### src/rtl/uart_rx_frame_ctrl_pkg.sv
// Shared types and sizing helpers for the UART Rx frame sequencer.
package uart_rx_frame_ctrl_pkg;

  localparam int unsigned OVERSAMPLE_DEF = 16;
  localparam int unsigned DATA_WIDTH_DEF = 8;

  localparam int unsigned TICK_CNT_W_DEF = $clog2(OVERSAMPLE_DEF);
  localparam int unsigned BIT_IDX_W_DEF  = $clog2(DATA_WIDTH_DEF + 1);

  typedef enum logic [2:0] {
    ST_IDLE   = 3'd0,
    ST_START  = 3'd1,
    ST_DATA   = 3'd2,
    ST_PARITY = 3'd3,
    ST_STOP   = 3'd4,
    ST_BREAK  = 3'd5
  } rx_state_e;

  function automatic int unsigned tick_cnt_w(input int unsigned oversample);
    return $clog2(oversample);
  endfunction

  function automatic int unsigned bit_idx_w(input int unsigned data_width);
    return $clog2(data_width + 1);
  endfunction

endpackage

### src/rtl/uart_rx_frame_ctrl_rx_bit_timer.sv
// Oversample tick counter; flags the mid-start-bit and mid-data-bit sample points.
module uart_rx_frame_ctrl_rx_bit_timer
  import uart_rx_frame_ctrl_pkg::*;
#(
  parameter int unsigned OVERSAMPLE = OVERSAMPLE_DEF
) (
  input  logic clk,
  input  logic reset,
  input  logic tick_i,
  input  logic clear_i,
  output logic mid_start_o,
  output logic mid_bit_o
);

  localparam int unsigned CW = tick_cnt_w(OVERSAMPLE);

  logic [CW-1:0] cnt_q, cnt_d;

  always_comb begin
    cnt_d = cnt_q;
    if (tick_i) begin
      cnt_d = clear_i ? '0 : cnt_q + 1'b1;
    end
  end

  always_ff @(posedge clk) begin
    if (reset) begin
      cnt_q <= '0;
    end else begin
      cnt_q <= cnt_d;
    end
  end

  // Strobes are qualified by the tick so the FSM can act on them directly.
  assign mid_start_o = tick_i && (cnt_q == CW'(OVERSAMPLE / 2 - 1));
  assign mid_bit_o   = tick_i && (cnt_q == CW'(OVERSAMPLE - 1));

endmodule

### src/rtl/uart_rx_frame_ctrl.sv
// UART Rx frame sequencer: start / data (LSB first) / even parity / stop, with
// parity and framing verdicts held from one completed frame to the next.
module uart_rx_frame_ctrl
  import uart_rx_frame_ctrl_pkg::*;
#(
  parameter int unsigned INPUT_DATA_WIDTH = DATA_WIDTH_DEF,
  parameter int unsigned OVERSAMPLE       = OVERSAMPLE_DEF
) (
  input  logic                        clk,
  input  logic                        reset,
  input  logic                        serial_in_synced,
  input  logic                        baud_tick,
  output logic [INPUT_DATA_WIDTH-1:0] received_data,
  output logic                        frame_done,
  output logic                        rx_error,
  output logic                        framing_error,
  output logic                        is_parity_stage,
  output logic                        busy
);

  localparam int unsigned W  = INPUT_DATA_WIDTH;
  localparam int unsigned BW = bit_idx_w(INPUT_DATA_WIDTH);

  rx_state_e      state_q, state_d;
  logic [W-1:0]   shift_q, shift_d;
  logic [W-1:0]   data_q, data_d;
  logic [BW-1:0]  bit_idx_q, bit_idx_d;
  logic           par_err_q, par_err_d;
  logic           done_q, done_d;
  logic           rx_err_q, rx_err_d;
  logic           frm_err_q, frm_err_d;

  logic           tmr_clear;
  logic           mid_start;
  logic           mid_bit;

  uart_rx_frame_ctrl_rx_bit_timer #(
    .OVERSAMPLE (OVERSAMPLE)
  ) u_bit_timer (
    .clk         (clk),
    .reset       (reset),
    .tick_i      (baud_tick),
    .clear_i     (tmr_clear),
    .mid_start_o (mid_start),
    .mid_bit_o   (mid_bit)
  );

  always_comb begin
    state_d   = state_q;
    shift_d   = shift_q;
    data_d    = data_q;
    bit_idx_d = bit_idx_q;
    par_err_d = par_err_q;
    rx_err_d  = rx_err_q;
    frm_err_d = frm_err_q;
    done_d    = 1'b0;
    tmr_clear = 1'b0;

    case (state_q)
      ST_IDLE: begin
        tmr_clear = 1'b1;
        if (baud_tick && !serial_in_synced) begin
          state_d = ST_START;
        end
      end

      ST_START: begin
        if (mid_start) begin
          tmr_clear = 1'b1;
          if (serial_in_synced) begin
            state_d = ST_IDLE;
          end else begin
            bit_idx_d = '0;
            state_d   = ST_DATA;
          end
        end
      end

      ST_DATA: begin
        if (mid_bit) begin
          tmr_clear = 1'b1;
          shift_d   = {serial_in_synced, shift_q[W-1:1]};
          bit_idx_d = bit_idx_q + 1'b1;
          if (bit_idx_q == BW'(W - 1)) begin
            state_d = ST_PARITY;
          end
        end
      end

      ST_PARITY: begin
        if (mid_bit) begin
          tmr_clear = 1'b1;
          par_err_d = serial_in_synced ^ (^shift_q);
          state_d   = ST_STOP;
        end
      end

      ST_STOP: begin
        if (mid_bit) begin
          tmr_clear = 1'b1;
          done_d    = 1'b1;
          data_d    = shift_q;
          rx_err_d  = par_err_q;
          frm_err_d = ~serial_in_synced;
          // A low stop bit means the line is stuck low; wait it out in BREAK.
          state_d   = serial_in_synced ? ST_IDLE : ST_BREAK;
        end
      end

      ST_BREAK: begin
        tmr_clear = 1'b1;
        if (baud_tick && serial_in_synced) begin
          state_d = ST_IDLE;
        end
      end

      default: begin
        state_d = ST_IDLE;
      end
    endcase
  end

  always_ff @(posedge clk) begin
    if (reset) begin
      state_q   <= ST_IDLE;
      shift_q   <= '0;
      data_q    <= '0;
      bit_idx_q <= '0;
      par_err_q <= 1'b0;
      done_q    <= 1'b0;
      rx_err_q  <= 1'b0;
      frm_err_q <= 1'b0;
    end else begin
      state_q   <= state_d;
      shift_q   <= shift_d;
      data_q    <= data_d;
      bit_idx_q <= bit_idx_d;
      par_err_q <= par_err_d;
      done_q    <= done_d;
      rx_err_q  <= rx_err_d;
      frm_err_q <= frm_err_d;
    end
  end

  assign received_data   = data_q;
  assign frame_done      = done_q;
  assign rx_error        = rx_err_q;
  assign framing_error   = frm_err_q;
  assign is_parity_stage = (state_q == ST_PARITY);
  assign busy            = (state_q != ST_IDLE);

endmodule

### config.mk
export PLATFORM = sky130hd
export DESIGN_NAME = uart_rx_frame_ctrl
export DESIGN_NICKNAME = d
export VERILOG_FILES = /design/src/rtl/uart_rx_frame_ctrl_pkg.sv /design/src/rtl/uart_rx_frame_ctrl_rx_bit_timer.sv /design/src/rtl/uart_rx_frame_ctrl.sv
export SDC_FILE = /design/constraint.sdc
export NUM_CORES = 1
export LEC_CHECK = 0
export CAP_MARGIN = 20
export CELL_PAD_IN_SITES_DETAIL_PLACEMENT = 2
export CELL_PAD_IN_SITES_GLOBAL_PLACEMENT = 2
export CORE_MARGIN = 10
export CORE_UTILIZATION = 36
export CTS_BUF_LIST = sky130_fd_sc_hd__clkbuf_4 sky130_fd_sc_hd__clkbuf_8 sky130_fd_sc_hd__clkbuf_16
export CTS_CLUSTER_SIZE = 16
export DETAILED_ROUTE_END_ITERATION = 8
export PLACE_DENSITY = 0.89
export SKIP_CTS_REPAIR_TIMING = 1
export SYNTH_ARGS = -nofsm -noshare
export SYNTH_HDL_FRONTEND = slang
export SYNTH_SLANG_ARGS = --single-unit
### constraint.sdc
create_clock -name clk -period 3.5 [get_ports clk]
set_input_delay 0.875 -clock clk [delete_from_list [all_inputs] [get_ports clk]]
set_output_delay 0.875 -clock clk [all_outputs]
set_load 0.02 [all_outputs]
== Word-level counts from Yosys, hierarchy flattened ==
Cells that the tools add are included.
Storage, ports and cells
  output and inout bits: 13
  logic and storage cells: 65
  input bits: 4
  register bits after elaboration: 31
Operators by class
  bitwise operators: 3
  reduce and logical (&&, ||, !) cells: 17
  mux-type cells: 18
  equal/unequal tests: 16
  $add $sub $neg: 2
Operators with widths (count)
  two-way mux 3 bit: 8
  case mux 3 bit (6 select lines): 1
  two-way mux 4 bit: 4
  != test 2 bit, second input constant: 7
  adder 4 x 1 -> 4 bit, second input constant: 2
  equality test 4 x 3 -> 1 bit, second input constant: 2
  case mux 4 bit (2 select lines): 1
  parity 8 bit: 1
  AND reduction 7 bit: 1
  equality test 3 x 2 -> 1 bit, second input constant: 2
  equality test 3 bit, second input constant: 2
  AND reduction 2 bit: 3
  equality test 4 bit, second input constant: 1
  logical AND 1 bit: 4
  AND reduction 4 bit: 1
  OR reduction 2 bit: 2
  equality test 3 x 1 -> 1 bit, second input constant: 1
  zero test 3 bit: 1
  case mux 1 bit (3 select lines): 1
  nonzero test 3 bit: 1
  OR reduction 3 bit: 1
  two-way mux 1 bit: 2
  two-way mux 2 bit: 1
  != test 2 x 1 -> 1 bit, second input constant: 1
  other kinds (4): 5

== Logic depth before layout (Yosys ltp) ==
  depth in word-level cells: 5
  mapped depth: 8
  depth with buffers taken out: 6

== Cells and area by module ==
Synthesis repeated with hierarchy kept, for this count alone.
Second synthesis, totals
  cells, all modules: 183
  area total of the unflattened synthesis: 1503.9 um2
Modules (own cells, without submodules)
  uart_rx_frame_ctrl: instances 1, cells an instance 158, area each 1308.8 um2, sequential area each 540.5 um2
  uart_rx_frame_ctrl_rx_bit_timer: instances 1, cells an instance 25, area each 195.2 um2, sequential area each 80.1 um2

== Least setup slack after synthesis ==
OpenSTA, ideal clock, no wires.
  path type: in2reg
  from: input port baud_tick
  to: register state_q[1]
  arrival time: 1.990 ns
  library setup time: 0.115 ns
  path buffers: 1
  setup slack: 1.395 ns
  data required time: 3.385 ns
  stages: 6
  cells stage by stage: buf_2 > and4_1 > and3_1 > o31a_1 > and4b_1 > o21ba_1
On the way
  word-level cells in the longest chain between the ends: 3
  elaborated cells between the ends (all ways): 11
  those cells by class: eq/ne: 6; reduce/logical: 5
RTL lines
  from (decl): line uart_rx_frame_ctrl.sv:12  | input logic baud_tick,
  logical AND 1 bit (on tied branches)
  != test 2 bit (no line) or != test 2 x 1 -> 1 bit (tied branches)
  AND reduction 7 bit (no line) *
  to (signal assigned): line uart_rx_frame_ctrl.sv:134  | state_q <= state_d;
  to (decl): line uart_rx_frame_ctrl.sv:24  | rx_state_e state_q, state_d;
Mark *: on every way between the ends. The rest lies on a longest branch, timed or not.
A chain may end at the register's enable or synchronous reset.

== Worst setup path after layout ==
  from: register state_q[0]
  to: output port is_parity_stage
On the way
  word-level cells in the longest chain between the ends: 1
RTL lines
  equality test 3 x 2 -> 1 bit: line uart_rx_frame_ctrl.sv:149  | assign is_parity_stage = (state_q == ST_PARITY);
  to (decl): line uart_rx_frame_ctrl.sv:17  | output logic is_parity_stage,
No other way between the ends.

==> out/summary.txt <==
data required time of the critical path -> 2.62 ns
global route overflow -> 0
maximum number of pins on one net before global-route repair -> 18
area taken by flip-flops and latches -> 620.6 um^2
unrepaired setup endpoints after global routing -> false
DRC viols -> 0
ranking of synthesized cells by area -> sky130_fd_sc_hd__dfxtp_1 (42%), sky130_fd_sc_hd__mux2i_1 (13%), sky130_fd_sc_hd__nor2_1 (7.6%)
synthesized area per cell -> 9.270 um^2
met1 usage in global routing -> 0.1295
synthesized instance count -> 159
Synth cell types -> 44
outcome -> complete, no violations
Final Max Tran Viols -> 0
final-report setup violation count -> 0
standby leakage power -> 0.7982 nW
placement-stage worst setup slack -> 0.5898 ns
Clk pin slew, worst setup/hold paths -> 0.06 ns
area of the mapped netlist -> 0.001474 mm^2
wire length reported by the detailed router -> 4170 um
GR Util met2 -> 0.2279
clock latency on the worst-skew pair -> 0.28 ns
Util after Layout -> 0.4414
category of the worst setup path launch point -> flop
Starting DRT DRC Count -> 49
slowest stage cell on the critical path -> sky130_fd_sc_hd__clkdlybuf4s50_1
endpoint type of the worst setup path -> primary output
Area growth, synth to finish -> 18.93%
M3 GR Usage -> 0.03223
dominant cell type by area after synthesis -> sky130_fd_sc_hd__dfxtp_1
PD cells -> 480.4 mW/mm^2
initial core utilization -> 0.3711
overall routing resource usage -> 0.1236
Root Buffer -> sky130_fd_sc_hd__clkbuf_8
critical path peak fanout -> 14
vias in the first global route -> 1377
part of the Yosys area used for sequential elements -> 0.4211
post-route minimum period -> 2.769 ns
total die area -> 0.007053 mm^2
Vias -> 1181
number of antenna violations at the first check in global routing -> 0
number of filler cells placed in the layout -> 431
Clock Sinks -> 31
WL per Instance -> 18.70 um
number of placed I/O pins -> 17
final-stage net count -> 179
Hold Vio Cnt, Final -> 0
syn_nets -> 165
clock buffers created by TritonCTS -> 5
CTS H-Tree Depth -> 2
Worst Path Buf+Inv -> 2
area of the placeable core -> 0.003971 mm^2
EDFF count, synth -> 0
floorplan row count -> 23
largest vdd supply drop -> 0.0002653 V
Multi-input gate area -> 780.7 um^2
post-route worst setup slack -> 0.7306 ns
share of the clock period used by the worst path -> 0.7913
dominant synthesized flop cell -> sky130_fd_sc_hd__dfxtp_1
arrival time at the worst endpoint -> 1.89 ns
First-pass DRT Iterations -> 3
highest achievable clock rate -> 361.1 MHz
path type of the worst setup path -> flop to primary output
post-route ant nets -> 0
slew at the pin with the worst max-slew slack -> 0.7069 ns
count of buffers inserted at the top-level ports -> 16
cell-by-cell listing of the critical path -> inv_1, nor2_1, clkdlybuf4s50_1
total number of yosys warnings -> 0
Post-Layout Inst Area -> 0.001753 mm^2
TritonCTS clock tree -> done
area share of the leading cell type in the synthesized netlist -> 0.4211
ANT cells -> 0
via count normalized by instance count -> 5.296
detailed-placement wirelength estimate -> 2913 um
total power of the final layout -> 0.0008422 W
cell type group with the largest total delay on the critical path -> buffers and inverters
Slowest Stage Delay on Critical Path -> 0.61 ns
wire length of the first global-routing pass -> 7148 um
async set-reset flop share out of synthesis -> 0
die boundary height -> 83.99 um
accumulated negative setup slack -> 0 ns
setup clock skew after layout -> 0.002544 ns
fraction of layout instances using a drive strength above 1 -> 0.07514
busiest layer in global routing -> met2
dpl cell area -> 0.001647 mm^2
Slew headroom -> 0.5273
Max-Cap Viols -> 0
total of flip-flops plus latches after synthesis -> 31
clk buf depth -> 2
routability congestion estimate from global placement -> 0.7848
width of the die -> 83.99 um
worst hold-check path type -> flop to flop
[layout make-up]
type | instances | share of cell area
inverter | 2 | 0.004283
sequential | 31 | 0.3540
multi-input combinational | 115 | 0.4454
clock inverter | 1 | 0.01713
timing repair buffer | 18 | 0.09993
tap | 50 | 0.03569
clock buffer | 6 | 0.04354
[metrics by stage]
stage	hold slack, ns	std cells
floorplan	0.4581	159
global placement	0.4705	216
detailed placement	0.4909	216
CTS	0.5075	223
global route	0.5362	223
finish	0.5051	223
[cell usage in the layout, fill, tap and decap left out, drive strengths merged, types with 2 or more instances in the layout]
cell type      netlist  final
nor3                 2      2
nand4                2      2
nor2                30     30
and2                 3      3
nand3                4      4
o21ai                4      4
nand2                5      5
a21oi                7      7
buf                  7      2
mux2i               19     19
xnor2                7      7
dfxtp               31     31
or3                  4      4
clkbuf               4      6
clkdlybuf4s50        0     16
inv                  2      2
xor2                 3      3
nand2b               2      2
ha                   2      2
[tightest hold or removal path, delay by kind of cell (launching register included)]
| kind | cells | cell delay (ns) |
|---|---|---|
| flops | 1 | 0.32 |
| compound gates | 2 | 0.14 |
[cell usage after synthesis, types with 2 or more instances]
cell type	count
sky130_fd_sc_hd__dfxtp_1	31
sky130_fd_sc_hd__nor2_1	30
sky130_fd_sc_hd__mux2i_1	19
sky130_fd_sc_hd__a21oi_1	7
sky130_fd_sc_hd__xnor2_1	7
sky130_fd_sc_hd__nand2_1	5
sky130_fd_sc_hd__buf_2	4
sky130_fd_sc_hd__clkbuf_1	4
sky130_fd_sc_hd__nand3_1	4
sky130_fd_sc_hd__o21ai_0	4
sky130_fd_sc_hd__or3_1	4
sky130_fd_sc_hd__and2_1	3
sky130_fd_sc_hd__xor2_1	3
sky130_fd_sc_hd__buf_6	2
sky130_fd_sc_hd__ha_1	2
sky130_fd_sc_hd__nor3_1	2
[worst paths after layout]
kind,from,to,slack (ns),depth (start not counted)
setup reg to reg,u_bit_timer.cnt_q[0],received_data[1],1.53,5
hold / removal,bit_idx_q[3],bit_idx_q[3],0.51,2
hold reg to reg,bit_idx_q[3],bit_idx_q[3],0.51,2
setup / recovery,state_q[0],is_parity_stage,0.73,3
[cells by family (layout without fill, tap and decap cells)]
logic type      Yosys count  in the layout  share of synthesized area
flops                    31             31                     0.4211
fa+ha+maj                 2              2                    0.01698
buf+inv                  13             27                    0.04923
compound gates           23             23                     0.1019
mux                      19             19                     0.1290
simple gates             60             60                     0.2071
xor+xnor                 11             11                    0.07471
[registers in the layout (all words and copies together) (netlist names)]
| register | cells |
|---|---|
| received_data | 8 |
| shift_q | 8 |
| bit_idx_q | 4 |
| u_bit_timer.cnt_q | 4 |
| state_q | 3 |
| frame_done | 1 |
| framing_error | 1 |
| par_err_q | 1 |
| rx_error | 1 |
[routing by layer]
metal	wire length (um)	share of wire	vias to the layer above
li1	-	-	572
met1	1691	0.41	589
met2	2301	0.55	14
met3	115	0.028	6
met4	62	0.015	0
met5	0	0	-
[report_power, final]
part           switching, W  internal [W]  leakage [nW]
Sequential        0.0000236      0.000362         0.250
Combinational     0.0000642     0.0000480         0.493
Clock              0.000129      0.000216        0.0547
Note: power is estimated with default switching activity, not from simulation.
